`config.mk`:
```
export PLATFORM = sky130hd
export DESIGN_NAME = shift_frame_engine
export DESIGN_NICKNAME = d
export VERILOG_FILES = /design/src/rtl/shift_frame_engine.sv
export SDC_FILE = /design/constraint.sdc
export NUM_CORES = 1
export LEC_CHECK = 0
export BUFFER_PORTS_ARGS = -buffer_cell sky130_fd_sc_hd__buf_2
export CAP_MARGIN = 10
export CORE_MARGIN = 2
export CORE_UTILIZATION = 53
export CTS_CLUSTER_DIAMETER = 100
export DETAILED_ROUTE_END_ITERATION = 8
export GPL_TIMING_DRIVEN = 0
export PLACE_DENSITY_LB_ADDON = 0.1
export SKIP_LAST_GASP = 1
export SYNTH_ARGS = -nofsm -noshare
export SYNTH_HDL_FRONTEND = slang
export SYNTH_SLANG_ARGS = --single-unit
```
`constraint.sdc`:
```
create_clock -name clk -period 4 [get_ports clk]
set_input_delay 0.2 -clock clk [delete_from_list [all_inputs] [get_ports clk]]
set_output_delay 0.2 -clock clk [all_outputs]
set_load 0.03 [all_outputs]
```
`src/rtl/shift_frame_engine.sv`:
```
// Framed shift register: loads in IDLE, shifts WIDTH bits on strobes,
// pulses done at frame end, and supports abort and LSB/MSB-first order.
module shift_frame_engine #(
  parameter int WIDTH = 8,
  parameter int CNT_W = $clog2(WIDTH + 1)
) (
  input  logic             clk,
  input  logic             rst_n,
  input  logic             peripheralClkEdge,
  input  logic             parallelLoad,
  input  logic [WIDTH-1:0] parallelDataIn,
  input  logic             serialDataIn,
  input  logic             msbFirst,
  input  logic             start,
  input  logic             abort,
  output logic [WIDTH-1:0] parallelDataOut,
  output logic             serialDataOut,
  output logic             busy,
  output logic             done,
  output logic [CNT_W-1:0] bitCount
);

  typedef enum logic [1:0] {
    IDLE,
    SHIFT,
    DONE
  } state_t;

  localparam logic [CNT_W-1:0] LAST = CNT_W'(WIDTH - 1);

  state_t           state;
  logic [WIDTH-1:0] shiftReg;
  logic             modeBit;

  always_ff @(posedge clk or negedge rst_n) begin
    if (!rst_n) begin
      state    <= IDLE;
      shiftReg <= '0;
      modeBit  <= 1'b0;
      bitCount <= '0;
    end else begin
      unique case (state)
        IDLE: begin
          modeBit <= msbFirst;
          if (parallelLoad)
            shiftReg <= parallelDataIn;
          if (start) begin
            state    <= SHIFT;
            bitCount <= '0;
          end
        end
        SHIFT: begin
          // abort wins over a same-cycle strobe
          if (abort) begin
            state <= IDLE;
          end else if (peripheralClkEdge) begin
            if (modeBit)
              shiftReg <= {shiftReg[WIDTH-2:0], serialDataIn};
            else
              shiftReg <= {serialDataIn, shiftReg[WIDTH-1:1]};
            bitCount <= bitCount + CNT_W'(1);
            if (bitCount == LAST)
              state <= DONE;
          end
        end
        DONE: state <= IDLE;
        default: state <= IDLE;
      endcase
    end
  end

  assign parallelDataOut = shiftReg;
  assign serialDataOut   = modeBit ? shiftReg[WIDTH-1] : shiftReg[0];
  assign busy            = (state == SHIFT);
  assign done            = (state == DONE);

endmodule

```
[Word-level counts from Yosys, hierarchy flattened]
Cells that the tools add are included.
Word-level totals
  input port bits: 16
  flip-flop bits (word level): 15
Cells by class
  reductions and logical operators: 5
  mux-type cells: 15
  add/subtract/negate cells: 1
  eq/ne operators: 9
Operators with widths (count)
  two-way mux 8 bit: 4
  case mux 8 bit (2 select lines): 1
  two-way mux 4 bit: 3
  two-way mux 2 bit: 4
  inequality test 2 bit (second input constant): 4
  case mux 4 bit (2 select lines): 1
  AND reduction 4 bit: 2
  adder 4 x 1 -> 4 bit (second input constant): 1
  == test 4 x 3 -> 1 bit (second input constant): 1
  case mux 2 bit (2 select lines): 1
  inequality test 3 x 2 -> 1 bit (second input constant): 1
  inequality test 3 bit (second input constant): 1
  AND reduction 3 bit: 1
  == test 2 x 1 -> 1 bit (second input constant): 1
  == test 2 bit (second input constant): 1
  logical NOT 2 bit: 1
  nonzero test 2 bit: 1
  two-way mux 1 bit: 1

[Depth between registers and ports, before layout]
Gate-level depths: netlist of the first run.
  depth in word-level cells: 5
  gate-level depth with buffers: 5
  gate-level depth less buffers: 4

[Least setup slack after synthesis of the first run]
No wires, ideal clock.
  path kind: reg2reg
  start point: reg state[1]
  end point: reg shiftReg[0] (netlist: parallelDataOut[0])
  stages on the path, launching flop included: 6
  setup time: 0.125 ns
  path slack: 2.527 ns
  arrival: 1.347 ns
  data required time: 3.875 ns
  cell sequence: dfrtp_1 > buf_4 > nand2b_4 > inv_6 > mux2_2 > mux2_4
On the way
  word-level cells in the longest chain between the ends: 3
RTL lines
  start: declaration: RTL line 31  | state_t state;
  start signal: assignment: RTL line 37  | state <= IDLE;
  start signal: assignment: RTL line 48  | state <= SHIFT;
  start signal: assignment: RTL line 55  | state <= IDLE;
  == test 2 x 1 -> 1 bit (*)
  named net busy: RTL line 18  | output logic busy,
  inequality test 2 bit (no source line) / nonzero test 2 bit (equally long branches)
  AND reduction 4 bit (no source line)
  end signal: assignment: RTL line 46  | shiftReg <= parallelDataIn;
  end signal: assignment: RTL line 58  | shiftReg <= {shiftReg[WIDTH-2:0], serialDataIn};
  end signal: assignment: RTL line 60  | shiftReg <= {serialDataIn, shiftReg[WIDTH-1:1]};
  end: declaration: RTL line 32  | logic [WIDTH-1:0] shiftReg;
The timed path passes the listed nets; every way through them passes the cells marked *.
A chain may end at the register's enable or synchronous reset.

[Worst setup path in the final report of the first run]
  start point: reg modeBit
  end point: out serialDataOut
On the way
  word-level cells in the longest chain between the ends: 1
RTL lines
  start: declaration: RTL line 33  | logic modeBit;
  start signal: assignment: RTL line 44  | modeBit <= msbFirst;
  two-way mux 1 bit: RTL line 73  | assign serialDataOut = modeBit ? shiftReg[WIDTH-1] : shiftReg[0];
  end: declaration: RTL line 17  | output logic serialDataOut,
Every way passes these cells.

==> out/qor.yml, run 1 <==
path_class: "reg -> out"
combPwrFrac_pct: 52.9
drc: 0
syn_inst: 73
firstDrtPassIters: 4
clock_skew_ps: 2.95
grt_pass1_vias: 640
seq_power_share_pct: 35.0
min_to: "state[1]$_DFFE_PN0P_"
yosysMostFrequentCell: "dfrtp_1"
grt_overflow: 0
cap_viol_max_count: 0
cp-end-kind: "primary output"
h-tree-depth: 1
synth_fp_nets: 90
worstSetupStartpointType: "flop"
grt_pass1_wl_um: 2900
p_leak_nw: 0.569
clkSinkCount: 15
synth_seq_cells: 15
die_x_um: 46.2
areaGrowthSynthToFinish_pct: 23.0
seq_area_frac_synth_pct: 39.7
fin_crit_ps: 1500
std_cell_rows: 15
pwr-share-clk_pct: 12.1
synth.area.mux_share_pct: 34.6
switchingPower_mw: 0.304
port_buffers: 30
yosys.area.top_type: "dfrtp_1"
critPathMaxStageDelay_ps: 350
tightestPinTransition_ps: 460
rrSetupSlack_ps: 2510
synth_compound_area_share_pct: 6.62
worst_path_dominant_cell_family: "flip-flops"
synth_edf_count: 0
p_int_mw: 0.422
cp_max_fo: 10
period_share_pct: 37.5
final_nets: 126
dp_hpwl_um: 1350
drt_iter0_drc: 5
synth_ff_type: "dfrtp_1"
cts-resized-gates: 0
clkTransAtPathRegs_ps: 90
holdPathStages: 2
hold_viol: 0
synth-adder-area-share_pct: 1.32
syn_area_um2: 945
synth.distinct_cells: 27
arrival_ps: 1300
ios: 31
setup_viol: 0
rsz0062_at_grt: "no"
core_area_um2: 1710
yosys.area_share.simple_pct: 11.9
status: "finished clean"
synth-xor-area-share_pct: 0.927
cp_num_buf_inv: 2
cts_buffers: 3
power.share.switching_pct: 41.9
ys_warn_count: 0
min_from: "abort"
gp_congestion: 0.703
dieArea_um2: 2140
syn_avg_cell_area_um2: 12.9
r2r.worst_path.cells: 5
vias: 688
slowest_stage: "dfrtp_1"
ant_nets: 0
peakVddDrop_mv: 0.420
min_path_type: "in -> reg"
initial_core_util_pct: 55.3
tns_ps: 0
antenna_cells: 0
finalWirelength_um: 1740
slew_headroom_pct: 68.9
async_flop_share_pct: 100
synth.top_cells.by_count: "dfrtp_1 (15), mux2_2 (10), mux2_4 (9)"
cts_tree: "built"
clkLatencyLatePin_ps: 290
drive_gt1_share_pct: 55.6
vias_per_cell: 5.17
grt_antenna_before_repair: 0
r2r_start: "state[1]$_DFFE_PN0P_"
synth_top_family_by_area: "multiplexers"
synth_top_area_share_pct: 39.7
max-clock-path-buffers: 2
grt_max_degree: 16
cts-root-buf: "clkbuf_4"
crit_chain: "buf_6 > mux2_2 > buf_2"
final_area_um2: 1160
routedWlPerCell_um: 13.1
place_area_um2: 1130
die_h_um: 46.2
powerDensity_nw_per_um2: 625
fmax_mhz: 667
final_max_slew_viol_count: 0
r2r_end: "parallelDataOut[1]$_DFFE_PN0P_"
utilization_pct: 68.1
grt.total_usage_pct: 19.7
synth_area_leaders: "dfrtp_1 (40%), mux2_4 (14%), mux2_2 (12%)"
crit_required_ps: 3800
## stage by stage
step,power (mW),worst slack [ps],cells,hold slack [ps]
finish,0.727,2500,133,116
global route,0.774,2440,133,123
CTS,0.737,2490,133,104
detailed placement,0.646,2500,128,127
global placement,0.634,2520,128,127
floorplan,0.544,2530,73,-95.6
## layout by cell type, fill, tap and decap left out, drive strengths merged, types with 2 or more instances in the layout
| cell type | netlist | routed |
|---|---|---|
| inv | 4 | 4 |
| nand4b | 2 | 2 |
| buf | 3 | 33 |
| nand2b | 3 | 3 |
| mux2 | 26 | 26 |
| nand3b | 2 | 2 |
| nor3 | 2 | 2 |
| nor2 | 2 | 2 |
| dfrtp | 15 | 15 |
| clkbuf | 0 | 4 |
| a21oi | 4 | 4 |
## logic make-up (layout without fill, tap and decap cells)
logic type / after synthesis / in the layout
mux: 26 / 26
compound gates: 8 / 8
buf+inv: 7 / 42
xor+xnor: 1 / 1
simple gates: 15 / 15
fa+ha+maj: 1 / 1
flops: 15 / 15
## repair_timing
item / in CTS / in global routing
endpoints found under the hold margin: 15 / 0
hold buffers: 1 / 0
setup buffers: 0 / 0
setup endpoints to repair: 0 / 0
## worst max path at each step
stage / from / end / slack [ps] / depth (start not counted)
2_1_floorplan: state[1]$_DFFE_PN0P_ / parallelDataOut[0]$_DFFE_PN0P_ / 2530 / 5
3_3_place_gp: state[0]$_DFFE_PN0P_ / parallelDataOut[7]$_DFFE_PN0P_ / 2520 / 4
3_5_place_dp: state[0]$_DFFE_PN0P_ / parallelDataOut[3]$_DFFE_PN0P_ / 2500 / 4
4_1_cts: modeBit$_DFFE_PN0N_ / serialDataOut / 2490 / 3
5_1_grt: state[0]$_DFFE_PN0P_ / parallelDataOut[3]$_DFFE_PN0P_ / 2440 / 4
6_report: modeBit$_DFFE_PN0N_ / serialDataOut / 2500 / 3
## state kept, by name (all words and copies together), names as in the netlist
signal / count
state: 2
modeBit: 1
parallelDataOut: 8
bitCount: 4
## worst reg2reg max path, stage by stage (launching register included)
cell and delay (ps):
dfrtp_1 360, buf_4 160, nand2b_4 170, inv_6 100, mux2_2 340, mux2_4 260
## routing by layer
| metal | share of wire, % | wire [µm] | track usage [%] |
|---|---|---|---|
| met4 | 2.8 | 48 | 10.3 |
| met1 | 45 | 777 | 26.0 |
| met5 | 0 | 0 | 0 |
| met2 | 48 | 832 | 29.7 |
| met3 | 4.7 | 81 | 4.71 |
## power groups by stage
| stage | logic [mW] | clock network [mW] | registers [mW] |
|---|---|---|---|
| CTS | 0.389 | 0.0924 | 0.255 |
| finish | 0.385 | 0.0880 | 0.254 |
| global placement | 0.378 | 0 | 0.256 |
| detailed placement | 0.388 | 0 | 0.258 |
| global route | 0.412 | 0.0978 | 0.265 |
| floorplan | 0.199 | 0 | 0.345 |
## final cells by class
type / instances / area, µm²
plain buffers: 3 / 26.3
clock buffers: 4 / 26.3
fillers: 151 / 546
inverters: 4 / 20.0
multi-input cells: 51 / 523
flip-flops and latches: 15 / 375
well taps: 25 / 31.3
repair buffers: 31 / 160
(Power assumes the default switching activity.)
==> run 2, diff against run 1 <==
--- a/config.mk
+++ b/config.mk
@@ -8,7 +8,7 @@
 export BUFFER_PORTS_ARGS = -buffer_cell sky130_fd_sc_hd__buf_2
 export CAP_MARGIN = 10
 export CORE_MARGIN = 2
-export CORE_UTILIZATION = 53
+export CORE_UTILIZATION = 49
 export CTS_CLUSTER_DIAMETER = 100
 export DETAILED_ROUTE_END_ITERATION = 8
 export GPL_TIMING_DRIVEN = 0
==> constraint.sdc (replaced) <==
create_clock -name clk -period 1.5 [get_ports clk]
set_input_delay 0.075 -clock clk [delete_from_list [all_inputs] [get_ports clk]]
set_output_delay 0.075 -clock clk [all_outputs]
set_load 0.03 [all_outputs]
==> run 2 against run 1 <==
Net effect:
- register-to-register slack lost 2500 ps
- wire length grew 18%
- non-clock buffer count grew 4
- hold slack lost 99 ps
- largest cell class unchanged
- critical endpoint is now parallelDataOut[7]$_DFFE_PN0P_
==> out/qor.yml, run 2 (synthesis results as in run 1) <==
status: "finished clean"  # unchanged
port_buffers: 30  # unchanged
rsz0062_at_grt: "yes"  # was no
cts-root-buf: "clkbuf_4"  # unchanged
grt_pass1_wl_um: 3100  # was 2900 µm
gp_congestion: 0.667  # was 0.703
slew_headroom_pct: 58.9  # was 68.9%
ios: 31  # unchanged
clock_skew_ps: 3.59  # was 2.95 ps
drc: 0  # unchanged
fmax_mhz: 676
die_h_um: 47.9  # was 46.2 µm
dieArea_um2: 2290  # was 2140 µm²
clkSinkCount: 15  # unchanged
crit_required_ps: 1680  # was 3800 ps
largest_reg_flops: 8  # unchanged
hold_ws_ps: 17.1  # was 116 ps
firstDrtPassIters: 4  # unchanged
period_share_pct: 98.6
cap_viol_max_count: 0  # unchanged
clkTransAtPathRegs_ps: 90  # about the same
min_path_type: "in -> reg"  # unchanged
areaGrowthSynthToFinish_pct: 29.4  # was 23.0%
grt_antenna_before_repair: 0  # unchanged
cp_max_fo: 8  # was 10
vias_per_cell: 5.36  # was 5.17
setup_viol: 0  # unchanged
register_area_um2: 375  # unchanged
powerDensity_nw_per_um2: 1620  # was 625 nW/µm²
fin_crit_ps: 1480
grt_pass1_vias: 673  # was 640
drive_gt1_share_pct: 57.5  # was 55.6%
final_cell_mix: "buf_2 (30), dfrtp_1 (15), mux2_4 (10)"  # was buf_2 (30), dfrtp_1 (15), mux2_2 (10)
nFillCells: 149  # was 151
final_max_slew_viol_count: 0  # unchanged
antenna_cells: 0  # unchanged
dp_hpwl_um: 1430  # was 1350 µm
drt_iter0_drc: 6  # was 5
hold_viol: 0  # unchanged
std_cell_rows: 15  # unchanged
finalWirelength_um: 2050  # was 1740 µm
dp_slack_ps: -1.71  # was 2500 ps
clkLatencyLatePin_ps: 290  # about the same
ant_nets: 0  # unchanged
die_x_um: 47.9  # was 46.2 µm
initial_core_util_pct: 53.5  # was 55.3%
setup_ws_ps: 21.7  # was 2500 ps
final_common_cell: "buf_2"  # unchanged
p_int_mw: 1.14  # was 0.422 mW
p_leak_nw: 0.606  # was 0.569 nW
cts_buffers: 3  # unchanged
cts_tree: "built"  # unchanged
tightestPinTransition_ps: 608  # was 460 ps
core_area_um2: 1760  # was 1710 µm²
final_nets: 131  # was 126
switchingPower_mw: 0.843  # was 0.304 mW
seq_power_share_pct: 34.4  # was 35.0%
h-tree-depth: 1  # unchanged
multi_input_area_um2: 527  # was 523 µm²
grt.total_usage_pct: 20.4  # was 19.7%
pwr-share-clk_pct: 12.1  # about the same
routedWlPerCell_um: 14.8  # was 13.1 µm
worstSetupStartpointType: "input pin"  # was flop
combPwrFrac_pct: 53.5  # was 52.9%
arrival_ps: 1660  # was 1300 ps
peakVddDrop_mv: 1.06  # was 0.420 mV
grt_overflow: 0  # unchanged
grt_max_degree: 16  # unchanged
max-clock-path-buffers: 2  # unchanged
path_class: "in -> reg"  # was reg -> out
cp-end-kind: "flop"  # was primary output
power.share.switching_pct: 42.5  # was 41.9%
vias: 739  # was 688
run 2: final cells by class:
class / count / share of cell area [%]
plain buffers: 3 / 2.46
clock buffers: 3 / 1.84
clock inverters: 1 / 0.409
inverters: 4 / 1.64
multi-input cells: 51 / 43.1
flip-flops and latches: 15 / 30.7
well taps: 25 / 2.56
repair buffers: 35 / 16.8
repair inverters: 1 / 0.512
run 2: metal layers:
metal	share of wire [%]	GRT usage [%]	wire length (µm)
met1	45	26.3	912
met2	49	32.0	1010
met4	1.6	9.73	32
met5	0	0	0
met3	4.6	4.91	94
run 2: per-stage QoR:
stage	area, µm²	cells	util [%]	setup TNS, ps	power, mW
2_1_floorplan	945	73	-	0	1.45
3_3_place_gp	1130	128	63.8	0	1.69
3_5_place_dp	1130	128	63.8	-1.87	1.73
4_1_cts	1200	136	67.9	-8.30	1.99
5_1_grt	1220	138	69.3	-6.42	2.10
6_report	1220	138	69.3	0	1.98
run 2: power by group through the flow:
stage,sequential [mW],combinational (mW),clock (mW)
2_1_floorplan,0.920,0.530,0
3_3_place_gp,0.683,1.01,0
5_1_grt,0.709,1.13,0.262
6_report,0.683,1.06,0.241
4_1_cts,0.685,1.06,0.246
3_5_place_dp,0.693,1.04,0
run 2: path summary, 6_finish.rpt:
check | endpoint | depth (start not counted) | slack, ps | start
setup / recovery | parallelDataOut[7]$_DFFE_PN0P_ | 6 | 20 | abort
hold / removal | modeBit$_DFFE_PN0N_ | 2 | 20 | msbFirst
setup reg to reg | parallelDataOut[1]$_DFFE_PN0P_ | 5 | 20 | state[1]$_DFFE_PN0P_
hold reg to reg | bitCount[0]$_DFFE_PN0P_ | 1 | 530 | bitCount[0]$_DFFE_PN0P_
max in group asynchronous | parallelDataOut[0]$_DFFE_PN0P_ | 2 | 1020 | rst_n
min in group asynchronous | state[0]$_DFFE_PN0P_ | 2 | 220 | rst_n
run 2: worst max-delay path, cell delays in order:
cell and delay, ps:
dlygate4sd3_1 530, buf_2 140, nand3b_2 260, a21oi_4 190, buf_12 150, mux2_4 300
run 2: timing repair:
| action | CTS | global route |
|---|---|---|
| pin swaps | 1 | 0 |
| setup endpoints to repair | 8 | 7 |
| endpoints found under the hold margin | 16 | 0 |
| gates resized for setup | 0 | 3 |
| hold buffers | 2 | 0 |
| buffers inserted | 1 | 2 |
| gates cloned | 1 | 0 |
==> run 3, diff against run 2 <==
--- a/config.mk
+++ b/config.mk
@@ -12,6 +12,7 @@
 export CTS_CLUSTER_DIAMETER = 100
 export DETAILED_ROUTE_END_ITERATION = 8
 export GPL_TIMING_DRIVEN = 0
+export HOLD_SLACK_MARGIN = 0.05
 export PLACE_DENSITY_LB_ADDON = 0.1
 export SKIP_LAST_GASP = 1
 export SYNTH_ARGS = -nofsm -noshare
==> run 3 against run 2 <==
Net effect:
- flip-flop and latch count stayed put
- final cell count is 0.72% higher
- sequential power hardly changed
- sequential share of layout area is 0.25 points lower
- count of clock-buffer cells in the layout stayed put
- maximum frequency hardly changed
- power is 0.13% higher
- largest power group unchanged
- wire length is 1.3% higher
- clock skew hardly changed
- clock power hardly changed
==> out/qor.yml, run 3 (synthesis results as in run 1) <==
dieArea_um2: 2290  # unchanged
antenna_cells: 0  # unchanged
grt_max_degree: 16  # unchanged
p_total_mw: 1.99  # was 1.98 mW
h-tree-depth: 1  # unchanged
switchingPower_mw: 0.844  # was 0.843 mW
max-clock-path-buffers: 2  # unchanged
crit_chain: "buf_6 > nand2b_4 > inv_6 > mux2_2 > mux2_4"  # was dlygate4sd3_1 > buf_2 > nand3b_2 > a21oi_4 > buf_12 > mux2_4
worst_path_dominant_cell_family: "multiplexers"  # was buffers and inverters
drc: 0  # unchanged
routedWlPerCell_um: 14.9  # was 14.8 µm
grt_use_met1_pct: 26.3  # unchanged
worstSetupStartpointType: "flop"  # was input pin
cp_num_buf_inv: 2  # was 3
rsz0062_at_grt: "yes"  # unchanged
fmax_mhz: 677  # was 676 MHz
cts-root-buf: "clkbuf_4"  # unchanged
powerDensity_nw_per_um2: 1610  # was 1620 nW/µm²
final_cell_mix: "buf_2 (30), dfrtp_1 (15), mux2_4 (10)"  # unchanged
period_share_pct: 98.5  # was 98.6%
clkSinkCount: 15  # unchanged
fin_crit_ps: 1480  # about the same
grt_use_met3_pct: 4.91  # unchanged
initial_core_util_pct: 53.5  # unchanged
grt.total_usage_pct: 20.5  # was 20.4%
cts_buffers: 3  # unchanged
combPwrFrac_pct: 53.5  # about the same
busiest_layer: "met2"  # unchanged
cp_max_fo: 7  # was 8
port_buffers: 30  # unchanged
utilization_pct: 69.9  # was 69.3%
cts_tree: "built"  # unchanged
pwr-share-clk_pct: 12.1  # about the same
peakVddDrop_mv: 1.06  # about the same
crit_required_ps: 1680  # about the same
final_area_um2: 1230  # was 1220 µm²
place_area_um2: 1130  # unchanged
power.share.switching_pct: 42.5  # about the same
die_h_um: 47.9  # unchanged
grt_pass1_vias: 685  # was 673
grt_overflow: 0  # unchanged
r2r.worst_path.cells: 5  # unchanged
vias_per_cell: 5.34  # was 5.36
clkLatencyLatePin_ps: 290  # about the same
firstDrtPassIters: 4  # unchanged
clock_skew_ps: 3.60  # was 3.59 ps
ant_nets: 0  # unchanged
drt_iter0_drc: 6  # unchanged
final_nets: 132  # was 131
largest_reg_flops: 8  # unchanged
p_int_mw: 1.14  # about the same
register_area_um2: 375  # unchanged
status: "finished clean"  # unchanged
critPathMaxStageDelay_ps: 380  # was 530 ps
ios: 31  # unchanged
nFillCells: 148  # was 149
clkTransAtPathRegs_ps: 100  # was 90 ps
grt_pass1_wl_um: 3130  # was 3100 µm
tightestPinTransition_ps: 608  # about the same
final_max_slew_viol_count: 0  # unchanged
arrival_ps: 1660  # about the same
slowest_stage: "dfrtp_1"  # was dlygate4sd3_1
dp.cells: 128  # unchanged
dp_hpwl_um: 1430  # unchanged
areaGrowthSynthToFinish_pct: 30.5  # was 29.4%
p_leak_nw: 0.610  # was 0.606 nW
slew_headroom_pct: 58.9  # unchanged
finalWirelength_um: 2080  # was 2050 µm
holdPathStages: 3  # was 2
setup_viol: 0  # unchanged
cp.depth: 5  # was 6
final_common_cell: "buf_2"  # unchanged
gp_congestion: 0.667  # unchanged
hold_viol: 0  # unchanged
min_path_type: "in -> reg"  # unchanged
vias: 742  # was 739
die_x_um: 47.9  # unchanged
cap_viol_max_count: 0  # unchanged
seq_power_share_pct: 34.4  # about the same
grt_antenna_before_repair: 0  # unchanged
cp-end-kind: "flop"  # unchanged
std_cell_rows: 15  # unchanged
use_met2_pct: 32.5  # was 32.0%
path_class: "reg -> reg"  # was in -> reg
core_area_um2: 1760  # unchanged
drive_gt1_share_pct: 57.0  # was 57.5%
layout.cells.non_filler: 139  # was 138
multi_input_area_um2: 527  # unchanged
run 3: cell types whose count changed in the layout (fill, tap and decap cells not counted), sizes merged:
cell / before / now
dlygate4sd3: 2 / 3
run 3: final timing paths:
| check | from | to | slack (ps) |
|---|---|---|---|
| setup / recovery | state[1]$_DFFE_PN0P_ | parallelDataOut[1]$_DFFE_PN0P_ | 20 |
| hold / removal | start | state[0]$_DFFE_PN0P_ | 70 |
| setup reg to reg | state[1]$_DFFE_PN0P_ | parallelDataOut[1]$_DFFE_PN0P_ | 20 |
| hold reg to reg | bitCount[0]$_DFFE_PN0P_ | bitCount[0]$_DFFE_PN0P_ | 530 |
| max in group asynchronous | rst_n | parallelDataOut[0]$_DFFE_PN0P_ | 1020 |
| min in group asynchronous | rst_n | state[0]$_DFFE_PN0P_ | 220 |
run 3: area by class of cell:
| type | instances | share of cell area [%] |
|---|---|---|
| inverters | 4 | 1.62 |
| clock buffers | 3 | 1.83 |
| multi-input cells | 51 | 42.7 |
| repair buffers | 36 | 17.5 |
| plain buffers | 3 | 2.44 |
| repair inverters | 1 | 0.508 |
| clock inverters | 1 | 0.406 |
| flip-flops and latches | 15 | 30.5 |
| well taps | 25 | 2.54 |
run 3: power groups by stage:
stage	Clock, mW	Sequential [mW]	Combinational (mW)
floorplan	0	0.920	0.530
global placement	0	0.683	1.01
detailed placement	0	0.693	1.04
CTS	0.246	0.685	1.07
global route	0.262	0.709	1.14
finish	0.241	0.683	1.06
run 3: worst register-to-register path: stages, from the launching register on:
cell	delay (ps)
dfrtp_1	380
buf_6	130
nand2b_4	170
inv_6	90
mux2_2	340
mux2_4	260
run 3: through the flow:
| step | TNS (ps) | hold slack [ps] | setup slack [ps] |
|---|---|---|---|
| 4_1_cts | -8.30 | 73.1 | -5.53 |
| 6_report | 0 | 74.1 | 22.1 |
| 2_1_floorplan | 0 | -221 | 27.5 |
| 5_1_grt | -6.42 | 66.2 | -5.25 |
| 3_5_place_dp | -1.87 | 2.95 | -1.71 |
| 3_3_place_gp | 0 | 3.83 | 12.4 |
run 3: layer usage:
metal | share of wire (%) | routed length [µm]
met1 | 45 | 928
met2 | 49 | 1030
met3 | 4.3 | 89
met4 | 1.5 | 32
met5 | 0 | 0
run 3: what timing repair did:
item	4_1_cts	5_1_grt
cloned	1	0
resized for setup	0	3
pin swaps	1	0
setup endpoints to repair	8	7
buffers inserted	1	2
hold buffers	3	0
endpoints found under the hold margin	17	0
